<file path="config.mk">
export PLATFORM = sky130hd
export DESIGN_NAME = gpio_port_ctrl
export DESIGN_NICKNAME = d
export VERILOG_FILES = /design/src/rtl/gpio_port_pkg.sv /design/src/rtl/gpio_port_debounce.sv /design/src/rtl/gpio_port_ctrl.sv
export SDC_FILE = /design/constraint.sdc
export NUM_CORES = 1
export LEC_CHECK = 0
export CELL_PAD_IN_SITES_DETAIL_PLACEMENT = 1
export CELL_PAD_IN_SITES_GLOBAL_PLACEMENT = 1
export CORE_ASPECT_RATIO = 0.7
export CORE_MARGIN = 3
export CORE_UTILIZATION = 30
export CTS_CLUSTER_DIAMETER = 50
export CTS_CLUSTER_SIZE = 28
export DETAILED_ROUTE_END_ITERATION = 10
export GPL_TIMING_DRIVEN = 0
export PLACE_DENSITY = 0.68
export SYNTH_ARGS = -nofsm -noshare
export SYNTH_HDL_FRONTEND = slang
export SYNTH_SLANG_ARGS = --single-unit
</file>
<file path="constraint.sdc">
create_clock -name clk -period 1.4 [get_ports clk]
set_input_delay 0.21 -clock clk [delete_from_list [all_inputs] [get_ports clk]]
set_output_delay 0.21 -clock clk [all_outputs]
set_load 0.02 [all_outputs]
</file>
<file path="src/rtl/gpio_port_pkg.sv">
// Shared constants and types for the GPIO port controller.
// Register addresses, address width and the request bundle layout.
package gpio_port_pkg;

    localparam int ADDR_W = 3;
    localparam int GPIO_W = 8;

    localparam logic [ADDR_W-1:0] ADDR_DATA_OUT = 3'd0;
    localparam logic [ADDR_W-1:0] ADDR_DIR      = 3'd1;
    localparam logic [ADDR_W-1:0] ADDR_DATA_IN  = 3'd2;
    localparam logic [ADDR_W-1:0] ADDR_EVENT    = 3'd3;
    localparam logic [ADDR_W-1:0] ADDR_IRQ_MASK = 3'd4;

    typedef struct packed {
        logic              we;
        logic [ADDR_W-1:0] addr;
        logic [GPIO_W-1:0] wdata;
    } gpio_req_t;

endpackage

</file>
<file path="src/rtl/gpio_port_debounce.sv">
// One GPIO input bit: synchronizer chain, debounce counter and accepted state.
// o_change pulses on the same edge at which o_stable takes its new value.
module gpio_port_debounce
    import gpio_port_pkg::*;
#(
    parameter int SYNC_STAGES     = 2,
    parameter int DEBOUNCE_CYCLES = 4
) (
    input  logic clk,
    input  logic rst,
    input  logic i_pin,
    output logic o_stable,
    output logic o_change
);

    localparam int CNT_W = (DEBOUNCE_CYCLES > 1) ? $clog2(DEBOUNCE_CYCLES) : 1;
    localparam logic [CNT_W-1:0] CNT_LAST = CNT_W'(DEBOUNCE_CYCLES - 1);

    logic [SYNC_STAGES-1:0] r_sync;
    logic [CNT_W-1:0]       r_cnt;
    logic                   r_stable;
    logic                   w_sync;
    logic                   w_diff;
    logic                   w_accept;

    assign w_sync   = r_sync[SYNC_STAGES-1];
    assign w_diff   = (w_sync != r_stable);
    // Accept on the cycle the difference has been seen DEBOUNCE_CYCLES times in a row.
    assign w_accept = w_diff && (r_cnt == CNT_LAST);

    always_ff @(posedge clk) begin
        if (rst) begin
            r_sync   <= '0;
            r_cnt    <= '0;
            r_stable <= 1'b0;
        end else begin
            r_sync <= {r_sync[SYNC_STAGES-2:0], i_pin};
            if (!w_diff || w_accept) begin
                r_cnt <= '0;
            end else begin
                r_cnt <= r_cnt + 1'b1;
            end
            if (w_accept) begin
                r_stable <= w_sync;
            end
        end
    end

    assign o_stable = r_stable;
    assign o_change = w_accept;

endmodule

</file>
<file path="src/rtl/gpio_port_ctrl.sv">
// GPIO port: debounced inputs with sticky edge events and irq, register-driven outputs.
// Optional IRQ_MASK register at address 4 when GPIO_PORT_CTRL_IRQ_MASK_EN is defined.
module gpio_port_ctrl
    import gpio_port_pkg::*;
#(
    parameter int WIDTH           = 8,
    parameter int SYNC_STAGES     = 2,
    parameter int DEBOUNCE_CYCLES = 4
) (
    input  logic              clk,
    input  logic              rst,
    input  logic [WIDTH-1:0]  gpio_in,
    output logic [WIDTH-1:0]  gpio_out,
    output logic [WIDTH-1:0]  gpio_oe,
    input  logic              req_valid,
    output logic              req_ready,
    input  logic              req_we,
    input  logic [ADDR_W-1:0] req_addr,
    input  logic [WIDTH-1:0]  req_wdata,
    output logic              rsp_valid,
    input  logic              rsp_ready,
    output logic [WIDTH-1:0]  rsp_rdata,
    output logic              irq
);

    logic [WIDTH-1:0] r_data_out;
    logic [WIDTH-1:0] r_dir;
    logic [WIDTH-1:0] r_event;
    logic             r_rsp_valid;
    logic [WIDTH-1:0] r_rsp_rdata;
    logic             r_irq;

    logic [WIDTH-1:0] w_stable;
    logic [WIDTH-1:0] w_change;
    logic [WIDTH-1:0] w_clr;
    logic [WIDTH-1:0] w_irq_mask;
    logic [WIDTH-1:0] w_rdata;
    logic             w_accept;
    logic             w_wr;

    for (genvar i = 0; i < WIDTH; i++) begin : g_bit
        gpio_port_debounce #(
            .SYNC_STAGES     (SYNC_STAGES),
            .DEBOUNCE_CYCLES (DEBOUNCE_CYCLES)
        ) u_debounce (
            .clk      (clk),
            .rst      (rst),
            .i_pin    (gpio_in[i]),
            .o_stable (w_stable[i]),
            .o_change (w_change[i])
        );
    end

    // valid/ready: a request transfers on the edge where req_valid && req_ready;
    // the response is held with rsp_valid until rsp_ready, and a new request may
    // be taken on the same edge the previous response is consumed.
    assign req_ready = !r_rsp_valid || rsp_ready;
    assign w_accept  = req_valid && req_ready;
    assign w_wr      = w_accept && req_we;
    assign w_clr     = (w_wr && req_addr == ADDR_EVENT) ? req_wdata : '0;

`ifdef GPIO_PORT_CTRL_IRQ_MASK_EN
    logic [WIDTH-1:0] r_irq_mask;

    always_ff @(posedge clk) begin
        if (rst) begin
            r_irq_mask <= '0;
        end else if (w_wr && req_addr == ADDR_IRQ_MASK) begin
            r_irq_mask <= req_wdata;
        end
    end

    assign w_irq_mask = r_irq_mask;
`else
    assign w_irq_mask = '1;
`endif

    always_comb begin
        w_rdata = '0;
        case (req_addr)
            ADDR_DATA_OUT: w_rdata = r_data_out;
            ADDR_DIR:      w_rdata = r_dir;
            ADDR_DATA_IN:  w_rdata = w_stable;
            ADDR_EVENT:    w_rdata = r_event;
`ifdef GPIO_PORT_CTRL_IRQ_MASK_EN
            ADDR_IRQ_MASK: w_rdata = r_irq_mask;
`endif
            default:       w_rdata = '0;
        endcase
    end

    always_ff @(posedge clk) begin
        if (rst) begin
            r_data_out  <= '0;
            r_dir       <= '0;
            r_event     <= '0;
            r_rsp_valid <= 1'b0;
            r_rsp_rdata <= '0;
            r_irq       <= 1'b0;
        end else begin
            if (w_wr && req_addr == ADDR_DATA_OUT) r_data_out <= req_wdata;
            if (w_wr && req_addr == ADDR_DIR)      r_dir      <= req_wdata;
            // A new edge wins over a same-cycle W1C clear of that bit.
            r_event <= (r_event & ~w_clr) | w_change;
            r_irq   <= |(r_event & w_irq_mask);
            if (w_accept) begin
                r_rsp_valid <= 1'b1;
                r_rsp_rdata <= req_we ? '0 : w_rdata;
            end else if (rsp_ready) begin
                r_rsp_valid <= 1'b0;
            end
        end
    end

    assign gpio_out  = r_data_out;
    assign gpio_oe   = r_dir;
    assign rsp_valid = r_rsp_valid;
    assign rsp_rdata = r_rsp_rdata;
    assign irq       = r_irq;

endmodule

</file>
==> impl_metrics.toml <==
[power_and_ir_drop]
p_sw_mw = 1.01
seqPwrFrac_pct = 43.4
power.internal_mw = 3.98
clockPowerShare_pct = 50.2
power.leakage_nw = 1.66
fin_total_pwr_mw = 4.98
switching_share_pct = 20.2
p_comb_share_pct = 6.4
ir_worst_vdd_mv = 0.567
power-per-cell-area_nw_per_um2 = 1250

[floorplanning]
rows = 29
die-width_um = 125
pin_count = 51
fp.dieArea_um2 = 11100
core_um2 = 9330
die_y_um = 89.0
start_util_pct = 31.6

[detailed_routing]
wl_per_cell_um = 17.0
wl_mm = 7.88
drt_pass1_iterations = 4
antenna_left = 0
vias = 2275
drt_iter0_drc = 100
routed_via_density = 4.92
drc = 0

[clock_network]
clkTransAtPathRegs_ns = 0.06
cts_hold_buffers = 0
h-tree-depth = 3
clk_path_buf_depth = 2
cts_root_buf = "clkbuf_16"
cts_buffers = 9
cts_tree = "built"
clkSinkCount = 74
clk_latency_ns = 0.33

[place]
post-place-ws_ns = -0.785
post_dp_cell_area_um2 = 3610
gp_congestion = 0.762
io_buffers = 49
post-dp-hpwl_mm = 5.71

[sta]
fmax_ghz = 0.742
setup_violations = 0
relSlewSlack_pct = 65.3
setup_tns_ns = 0
finalHoldWorstSlack_ns = 0.391
fin_crit_ns = 1.35
rsz0062_at_grt = "true"
hold_viol = 0
maxSlewViolCount = 0
tightest_slew_ns = 0.521
finalCritPeriodShare_pct = 96.3
fin_ws_ns = 0.0521
skew_ns = 0.00480

[yosys]
synth_cells = 274
synth-edff-count = 0
synth_area_um2 = 2950
async_flop_share_pct = 0
synthFlopType = "dfxtp_1"
ys_ff_latch = 74
ys_warn_count = 0
syn-num-nets = 306
synth_seq_area_share_pct = 50.2
synth_cell_type_count = 25
avgSynthCellArea_um2 = 10.8

[grt]
gr-total-overflow = 0
grt_pass1_vias = 2459
grt_max_degree = 12
grtUsageTotal_pct = 15.0
grt_antenna_before_repair = 0
grt_pass1_wl_mm = 12.8

[critical_path]
path_class = "reg -> reg"
crit_arrival_ns = 1.60
cp_slowest_stage_delay_ns = 0.31
worstPathRequired_ns = 1.66
path_delay_family = "simple AND/OR/NAND/NOR gates"
path_max_fanout = 10
end_kind = "flip-flop"
crit_slowest_cell = "dfxtp_2"
crit_buf_inv = 2
path_cells = "nor2b_4 -> buf_8 -> nor4_4 -> buf_6 -> mux2i_1"
start_kind = "flip-flop"

[layout]
num_antenna_cells = 0
postLayoutCellArea_um2 = 3970
drive_gt1_share_pct = 11.5
nNetsFinal = 367
fillers = 1025
syn_to_final_growth_pct = 34.7

[status]
status = "finished, final reports clean"

[flow_run]
drv_cap = 0

[hold_path]
hp-class = "in -> reg"
## worst register-to-register path: stages (launching register included)
cell     delay [ns]
dfxtp_2        0.31
nor2b_4        0.13
buf_8          0.14
nor4_4         0.30
buf_6          0.19
mux2i_1        0.20
## metal layers
| layer | share of wire (%) | routed length (um) | up-vias | track usage, % |
|---|---|---|---|---|
| met5 | 0 | 0 | - | 0 |
| met4 | 1.2 | 93 | 0 | 4.28 |
| met3 | 5.5 | 434 | 10 | 5.97 |
| met2 | 44 | 3490 | 57 | 23.6 |
| met1 | 49 | 3850 | 1115 | 19.3 |
| li1 | - | - | 1093 | - |
## cell type report
class | count | area (um2) | area share, %
Multi-Input combinational cell | 182 | 1410 | 35.6
Tap cell | 124 | 155 | 3.91
Clock inverter | 2 | 60.1 | 1.51
Inverter | 1 | 3.75 | 0.0945
Buffer | 13 | 81.3 | 2.05
Timing Repair Buffer | 54 | 508 | 12.8
Sequential cell | 74 | 1480 | 37.3
Clock buffer | 12 | 267 | 6.71
## power by group through the flow
stage	sequential (mW)	clock [mW]	combinational (mW)
5_1_grt	2.17	2.67	0.345
3_5_place_dp	2.21	0	0.307
2_1_floorplan	2.21	0	0.157
4_1_cts	2.16	2.57	0.321
3_3_place_gp	2.21	0	0.303
6_report	2.16	2.50	0.319
## through the flow
stage	cells	util (%)
after floorplan	274	-
after CTS	464	42.5
final	462	42.6
after global routing	462	42.6
after detailed placement	447	38.7
after global placement	447	38.7
## Yosys cell counts, drive strengths merged, types with 6 or more instances
cell type,number,area [um2]
clkbuf,11,41.3
nor4,11,83.8
buf,6,41.3
a22o,8,70.1
nor2,10,37.5
ha,8,100
nor4b,8,70.1
mux2i,40,400
xnor2,8,70.1
a21oi,10,50.1
o22ai,8,50.1
nand2,9,33.8
nor2b,17,106
o41ai,8,70.1
nand2b,32,200
dfxtp,74,1480
## state kept, by name, summed over array words and instances (netlist names)
| name | flops |
|---|---|
| g_bit.u_debounce.r_cnt | 16 |
| g_bit.u_debounce.r_sync | 16 |
| g_bit.u_debounce.o_stable | 8 |
| gpio_oe | 8 |
| gpio_out | 8 |
| r_event | 8 |
| rsp_rdata | 8 |
| irq | 1 |
| rsp_valid | 1 |
## repair_timing
action,in CTS,in global routing
gates cloned,0,0
resized for setup,49,8
pin swaps,4,3
setup buffers,5,0
setup endpoints to repair,101,32
## worst paths after layout
| check | startpoint | end | slack (ns) | depth (start not counted) |
|---|---|---|---|---|
| hold / removal | req_valid | rsp_valid | 0.39 | 3 |
| hold reg to reg | g_bit[7].u_debounce.r_cnt[0] | g_bit[7].u_debounce.r_cnt[0] | 0.43 | 1 |
| setup / recovery | rsp_valid | gpio_out[2] | 0.05 | 5 |
| setup reg to reg | rsp_valid | gpio_out[2] | 0.05 | 5 |
## cell families after synthesis
kind of cell,share of synthesized area (%)
xor+xnor,2.38
flops,50.2
buf+inv,2.93
simple gates,19.3
compound gates,8.15
mux,13.6
fa+ha+maj,3.39
## cells in the final DEF, fill, tap and decap left out, types with 2 or more instances in the layout
cell type / n
nor4b_1: 8
clkbuf_8: 4
clkbuf_16: 9
bufinv_16: 2
o22ai_1: 8
o41ai_1: 7
a22o_1: 8
nand2_1: 8
nand2b_1: 32
dlymetal6s2s_1: 2
xnor2_1: 8
ha_1: 8
clkbuf_2: 7
buf_6: 2
clkdlybuf4s50_1: 17
buf_8: 2
a21oi_1: 9
buf_2: 3
dfxtp_1: 73
dlygate4sd2_1: 28
nor2b_1: 16
mux2i_1: 40
buf_4: 2
nor4_1: 9
nor2_1: 10
Note: power is estimated with default switching activity, not from simulation.
